File: config.mk
export PLATFORM = sky130hd
export DESIGN_NAME = mmul_ctrl
export DESIGN_NICKNAME = d
export VERILOG_FILES = /design/src/rtl/mmul_ctrl.sv
export SDC_FILE = /design/constraint.sdc
export NUM_CORES = 1
export LEC_CHECK = 0
export ABC_AREA = 1
export BUFFER_PORTS_ARGS = -buffer_cell sky130_fd_sc_hd__clkbuf_2
export CORE_ASPECT_RATIO = 1.25
export CORE_MARGIN = 2
export CORE_UTILIZATION = 55
export CTS_CLUSTER_DIAMETER = 40
export CTS_CLUSTER_SIZE = 14
export DETAILED_ROUTE_END_ITERATION = 7
export PLACE_DENSITY = 0.8
export REMOVE_ABC_BUFFERS = 1
export SLEW_MARGIN = 10
export SYNTH_ARGS = -nofsm -noshare
export SYNTH_HDL_FRONTEND = slang
export SYNTH_SLANG_ARGS = --single-unit
File: constraint.sdc
create_clock -name i_clk -period 2.64 [get_ports i_clk]
set_clock_uncertainty 0.2 [all_clocks]
set_input_delay 0.132 -clock i_clk [delete_from_list [all_inputs] [get_ports i_clk]]
set_output_delay 0.132 -clock i_clk [all_outputs]
set_load 0.01 [all_outputs]
File: src/rtl/mmul_ctrl.sv
// mmul_ctrl: job sequencer for the mmul matrix-vector engine.
// Takes one load stream (N B elements, then M rows of N A elements),
// scatters it into the engine FIFOs, pulses clear/start, waits out the
// engine latency and holds results valid until the host acknowledges.
// Optional load-stall watchdog: define MMUL_CTRL_TIMEOUT_EN.
module mmul_ctrl #(
  parameter int unsigned DATA_WIDTH   = 8,
  parameter int unsigned N            = 8,
  parameter int unsigned M            = 8,
  parameter int unsigned DRAIN_CYCLES = 4,
  parameter int unsigned TIMEOUT      = 255
) (
  input  logic                  i_clk,
  input  logic                  i_rst,
  input  logic                  i_start,
  output logic                  o_busy,
  output logic                  o_done,
  output logic                  o_err,
  input  logic                  i_ld_valid,
  output logic                  o_ld_ready,
  input  logic [DATA_WIDTH-1:0] i_ld_data,
  output logic                  o_b_wren,
  output logic [DATA_WIDTH-1:0] o_b_wdata,
  output logic [M-1:0]          o_a_wren,
  output logic [DATA_WIDTH-1:0] o_a_wdata,
  output logic                  o_mm_clr,
  output logic                  o_mm_en,
  output logic                  o_res_valid,
  input  logic                  i_res_ack
);

  localparam int unsigned ELEM_W  = $clog2(N) + 1;
  localparam int unsigned ROW_W   = $clog2(M) + 1;
  localparam int unsigned RUN_LEN = N + M + DRAIN_CYCLES;
  localparam int unsigned RUN_W   = $clog2(RUN_LEN) + 1;

  localparam logic [ELEM_W-1:0] ELEM_LAST = ELEM_W'(N - 1);
  localparam logic [ROW_W-1:0]  ROW_LAST  = ROW_W'(M - 1);
  localparam logic [RUN_W-1:0]  RUN_LOAD  = RUN_W'(RUN_LEN);

  // Configurations the counters cannot represent are rejected at elaboration.
  if (N < 1 || M < 1 || TIMEOUT < 1) begin : g_bad_cfg
    $error("mmul_ctrl: N, M and TIMEOUT must all be at least 1");
  end

  typedef enum logic [2:0] {
    S_IDLE,
    S_CLEAR,
    S_LOAD_B,
    S_LOAD_A,
    S_RUN,
    S_HOLD
  } state_t;

  state_t            state, state_n;
  logic [ELEM_W-1:0] elem_cnt, elem_cnt_n;
  logic [ROW_W-1:0]  row_cnt, row_cnt_n;
  logic [RUN_W-1:0]  run_cnt, run_cnt_n;

  logic xfer_c;
  logic loading_c;
  logic elem_last_c;
  logic row_last_c;
  logic abort_c;

  // o_ld_ready mirrors the LOAD states, so this is the stream handshake.
  assign xfer_c      = i_ld_valid && o_ld_ready;
  assign loading_c   = (state == S_LOAD_B) || (state == S_LOAD_A);
  assign elem_last_c = (elem_cnt == ELEM_LAST);
  assign row_last_c  = (row_cnt == ROW_LAST);

  // State register.
  always_ff @(posedge i_clk or posedge i_rst) begin
    if (i_rst) state <= S_IDLE;
    else       state <= state_n;
  end

  // Next-state and counter update logic.
  always_comb begin
    state_n    = state;
    elem_cnt_n = elem_cnt;
    row_cnt_n  = row_cnt;
    run_cnt_n  = run_cnt;
    case (state)
      S_IDLE: begin
        if (i_start) state_n = S_CLEAR;
      end
      S_CLEAR: begin
        elem_cnt_n = '0;
        row_cnt_n  = '0;
        state_n    = S_LOAD_B;
      end
      S_LOAD_B: begin
        if (xfer_c) begin
          if (elem_last_c) begin
            elem_cnt_n = '0;
            state_n    = S_LOAD_A;
          end else begin
            elem_cnt_n = elem_cnt + ELEM_W'(1);
          end
        end
      end
      S_LOAD_A: begin
        if (xfer_c) begin
          if (elem_last_c) begin
            elem_cnt_n = '0;
            if (row_last_c) begin
              row_cnt_n = '0;
              run_cnt_n = RUN_LOAD;
              state_n   = S_RUN;
            end else begin
              row_cnt_n = row_cnt + ROW_W'(1);
            end
          end else begin
            elem_cnt_n = elem_cnt + ELEM_W'(1);
          end
        end
      end
      S_RUN: begin
        if (run_cnt == '0) state_n = S_HOLD;
        else               run_cnt_n = run_cnt - RUN_W'(1);
      end
      S_HOLD: begin
        if (i_res_ack) state_n = S_IDLE;
      end
      default: state_n = S_IDLE;
    endcase
    if (abort_c) begin
      state_n    = S_IDLE;
      elem_cnt_n = '0;
      row_cnt_n  = '0;
    end
  end

  // Counters and registered outputs, decoded from the upcoming state.
  always_ff @(posedge i_clk or posedge i_rst) begin
    if (i_rst) begin
      elem_cnt    <= '0;
      row_cnt     <= '0;
      run_cnt     <= '0;
      o_busy      <= 1'b0;
      o_done      <= 1'b0;
      o_ld_ready  <= 1'b0;
      o_b_wren    <= 1'b0;
      o_b_wdata   <= '0;
      o_a_wren    <= '0;
      o_a_wdata   <= '0;
      o_mm_clr    <= 1'b0;
      o_mm_en     <= 1'b0;
      o_res_valid <= 1'b0;
    end else begin
      elem_cnt    <= elem_cnt_n;
      row_cnt     <= row_cnt_n;
      run_cnt     <= run_cnt_n;
      o_busy      <= (state_n != S_IDLE);
      o_done      <= (state_n == S_HOLD) && (state != S_HOLD);
      o_ld_ready  <= (state_n == S_LOAD_B) || (state_n == S_LOAD_A);
      o_mm_clr    <= (state_n == S_CLEAR);
      o_mm_en     <= (state_n == S_RUN) && (state != S_RUN);
      o_res_valid <= (state_n == S_HOLD);
      o_b_wren    <= xfer_c && (state == S_LOAD_B);
      o_a_wren    <= (xfer_c && (state == S_LOAD_A)) ? (M'(1) << row_cnt) : '0;
      if (xfer_c && (state == S_LOAD_B)) o_b_wdata <= i_ld_data;
      if (xfer_c && (state == S_LOAD_A)) o_a_wdata <= i_ld_data;
    end
  end

`ifdef MMUL_CTRL_TIMEOUT_EN
  localparam int unsigned STALL_W = $clog2(TIMEOUT + 1);
  localparam logic [STALL_W-1:0] STALL_LAST = STALL_W'(TIMEOUT - 1);

  logic [STALL_W-1:0] stall_cnt;

  // Abort on the TIMEOUT-th consecutive load cycle without a transfer.
  assign abort_c = loading_c && !xfer_c && (stall_cnt == STALL_LAST);

  // Stall counter and one-cycle error pulse.
  always_ff @(posedge i_clk or posedge i_rst) begin
    if (i_rst) begin
      stall_cnt <= '0;
      o_err     <= 1'b0;
    end else begin
      o_err <= abort_c;
      if (loading_c && !xfer_c && !abort_c) stall_cnt <= stall_cnt + STALL_W'(1);
      else                                  stall_cnt <= '0;
    end
  end
`else
  // Without the watchdog a stalled stream is waited out indefinitely.
  assign abort_c = 1'b0;
  assign o_err   = 1'b0;
`endif

endmodule

==> impl_metrics.ini <==
[outcome]
status = finished, final reports clean

[floorplanning]
coreArea_um2 = 3820
pin_count = 45
die_h_um = 75.1
dieArea_um2 = 4570
fp.dieW_um = 60.9
fp-row-count = 25
start_util = 0.582

[clocking]
cts_resized = 0
insertion_delay_ps = 300
htreeDepth = 2
ctsLongestPathBuffers = 2
cts.sinks = 48
cts-root-buf = clkbuf_8
path_clk_slew_ps = 90
numCtsBuffers = 5
cts_tree = done

[power]
power.leakage_nw = 1.45
ir_worst_vdd_uv = 502
p_total_w = 0.00235
p_per_area_nw_per_um2 = 881

[timing]
min_period_over_period = 0.654
fin_ws_ps = 913
fin_crit_ps = 1730
hold_viol_final = 0
fmax_mhz = 579
finalSetupTns_ps = 0
relSlewSlack = 0.384
rsz0062_at_grt = no
worst_slew_pin_slew_ps = 922
finalMaxSlewViolations = 0
finalSetupViolCount = 0

[critical_path]
worstSetupEndpointType = flop
worstReg2RegStart = row_cnt[0]$_DFFE_PP0P_
worstSetupPathType = reg2reg
reg2reg_to = run_cnt[2]$_DFFE_PP0P_
cp_cell_sequence = ha_1 > nand3_1 > inv_2 > nand2_1 > nand2_1 > nand3_4 > clkinv_2 > nand2_1 > nand2_1
r2r_setup_slack_ps = 910
critPathMaxFanout = 9
crit_top_cell = nand2_1
reg2reg_depth = 9
setup.worst_path.start = row_cnt[0]$_DFFE_PP0P_
startpoint_type = flop
cpMaxStageDelayCell = dfrtp_1
crit_arrival_ps = 1730
required_ps = 2640
critPathCapture = run_cnt[2]$_DFFE_PP0P_
max_stage_delay_ps = 440

[placed_design]
io_buffers = 43
placedCellCount = 344
place_ws_ps = 922
gp_congestion = 0.813
dpl.hpwl_um = 2830

[run]
max-cap-violations = 0

[grt]
grt_overflow = 0
antenna_found_initial = 0
grt_pass1_vias = 1666
grt_pass1_wl_um = 6940
grt_max_degree = 49
gr-usage-all-layers = 0.207

[detailed_routing]
viasPerCell = 4.88
first_iter_violations = 85
firstDrtPassIters = 4
drt_wl_total_um = 4140
final_antenna_net_count = 0
vias = 1767
remaining_drc_errors = 0
wl_per_cell_um = 11.4

[logic_synthesis]
synthTopCellsByArea = dfrtp_1 54%, nand2_1 10%, inv_1 6.3%, o21ai_0 5.2%, ha_1 5.1%
yosysWarningCount = 0
syn_avg_cell_area_um2 = 8.82
netlist_area_um2 = 2220
synth.distinct_cells = 29
yosys.area.top_type_share = 0.541
yosys.area.top_type = dfrtp_1
ys_seq_elements = 48
synth-seq-area-share = 0.541
synthCells = 252

[worst_hold_path]
hp-class = in2reg
whs_path_depth = 4

[cells_and_area]
nNetsFinal = 329
post-route-util = 0.699
diodes = 0
fillCellCount = 321
final_common_cell = nand2_1
fin_cells = 362
mostFrequentLayoutCells = 61 x nand2_1, 48 x dfrtp_1, 43 x clkbuf_2
seq_area_um2 = 1200
syn2layout_area_growth_pct = 20.1
final_layout_size_suffix_gt1_frac = 0.198
multi_input_area_um2 = 840
-- how the worst min path moves through the flow --
stage / startpoint / end / slack (ps)
CTS: i_res_ack / o_res_valid$_DFF_PP0_ / 10
global route: i_res_ack / o_res_valid$_DFF_PP0_ / 40
finish: i_res_ack / o_res_valid$_DFF_PP0_ / 20
detailed placement: i_start / o_mm_clr$_DFF_PP0_ / 180
global placement: i_start / o_mm_clr$_DFF_PP0_ / 180
floorplan: i_start / o_mm_clr$_DFF_PP0_ / 60
-- layer usage --
layer  vias up  routed length (um)  global-route usage
met3        10                 200              0.0498
met5         -                   0                   0
li1        901                   -                   -
met4         0                 102               0.101
met1       812                1750               0.230
met2        44                2100               0.366
-- where the power goes --
part / switching [W] / total [W] / internal (W)
registers: 0.000161 / 0.00110 / 0.000939
clock network: 0.000246 / 0.000458 / 0.000212
logic: 0.000485 / 0.000793 / 0.000307
total: 0.000892 / 0.00235 / 0.00146
-- kinds of logic after synthesis --
logic type	after synthesis	synth area share
flops	48	0.541
buf+inv	44	0.0816
other cells	1	0.00169
fa+ha+maj	9	0.0507
compound gates	32	0.0816
simple gates	114	0.228
xor+xnor	4	0.0158
-- flip-flops by register name, indices dropped and copies added, names as in the netlist --
signal       cells
o_ld_ready       1
o_b_wren         1
elem_cnt         4
o_a_wdata        8
o_mm_clr         1
run_cnt          6
o_b_wdata        8
o_done           1
row_cnt          4
state            3
o_busy           1
o_res_valid      1
o_a_wren         8
o_mm_en          1
-- per-stage QoR --
| step | hold slack (ps) | cell area (um^2) |
|---|---|---|
| global placement | 180 | 2470 |
| global route | 41.6 | 2670 |
| detailed placement | 178 | 2470 |
| floorplan | 62.5 | 2190 |
| CTS | 13.3 | 2670 |
| finish | 19.5 | 2670 |
-- what timing repair did --
action / in CTS / in global routing
endpoints found under the hold margin: 65 / 0
hold buffers: 10 / 0
buffers inserted: 0 / 0
-- synth_stat cells --
master and instances:
o21ai_2 1, a22oi_1 1, buf_6 1, conb_1 1
nor4_1 3, nor3_1 6, xor2_1 3, nand2_4 1
buf_4 1, nor2_4 1, a21oi_4 1, dfrtp_1 48
nor2_1 20, nand4_1 4, inv_1 37, nand3_4 1
clkinv_2 1, a21oi_2 1, nand3_1 15, inv_2 1
nand3b_1 1, o21ai_1 3, a21oi_1 2, buf_2 3
ha_1 9, nand2_1 61, xnor2_1 1, o21ai_0 23
nand2_2 1
-- cell type report --
cell class	instances	share of cell area
clock inverters	2	0.00563
repair buffers	53	0.118
well taps	54	0.0253
clock buffers	6	0.0309
inverters	39	0.0553
flip-flops and latches	48	0.450
multi-input cells	160	0.315
-- critical path, delay by kind of cell, from the launching register on --
family	cells	cell delay (ps)
buffers and inverters	2	140
flip-flops	1	440
adder cells (fa/ha/maj)	1	270
AND/OR/NAND/NOR	6	570
No activity file was read; power rests on OpenSTA's default activity.
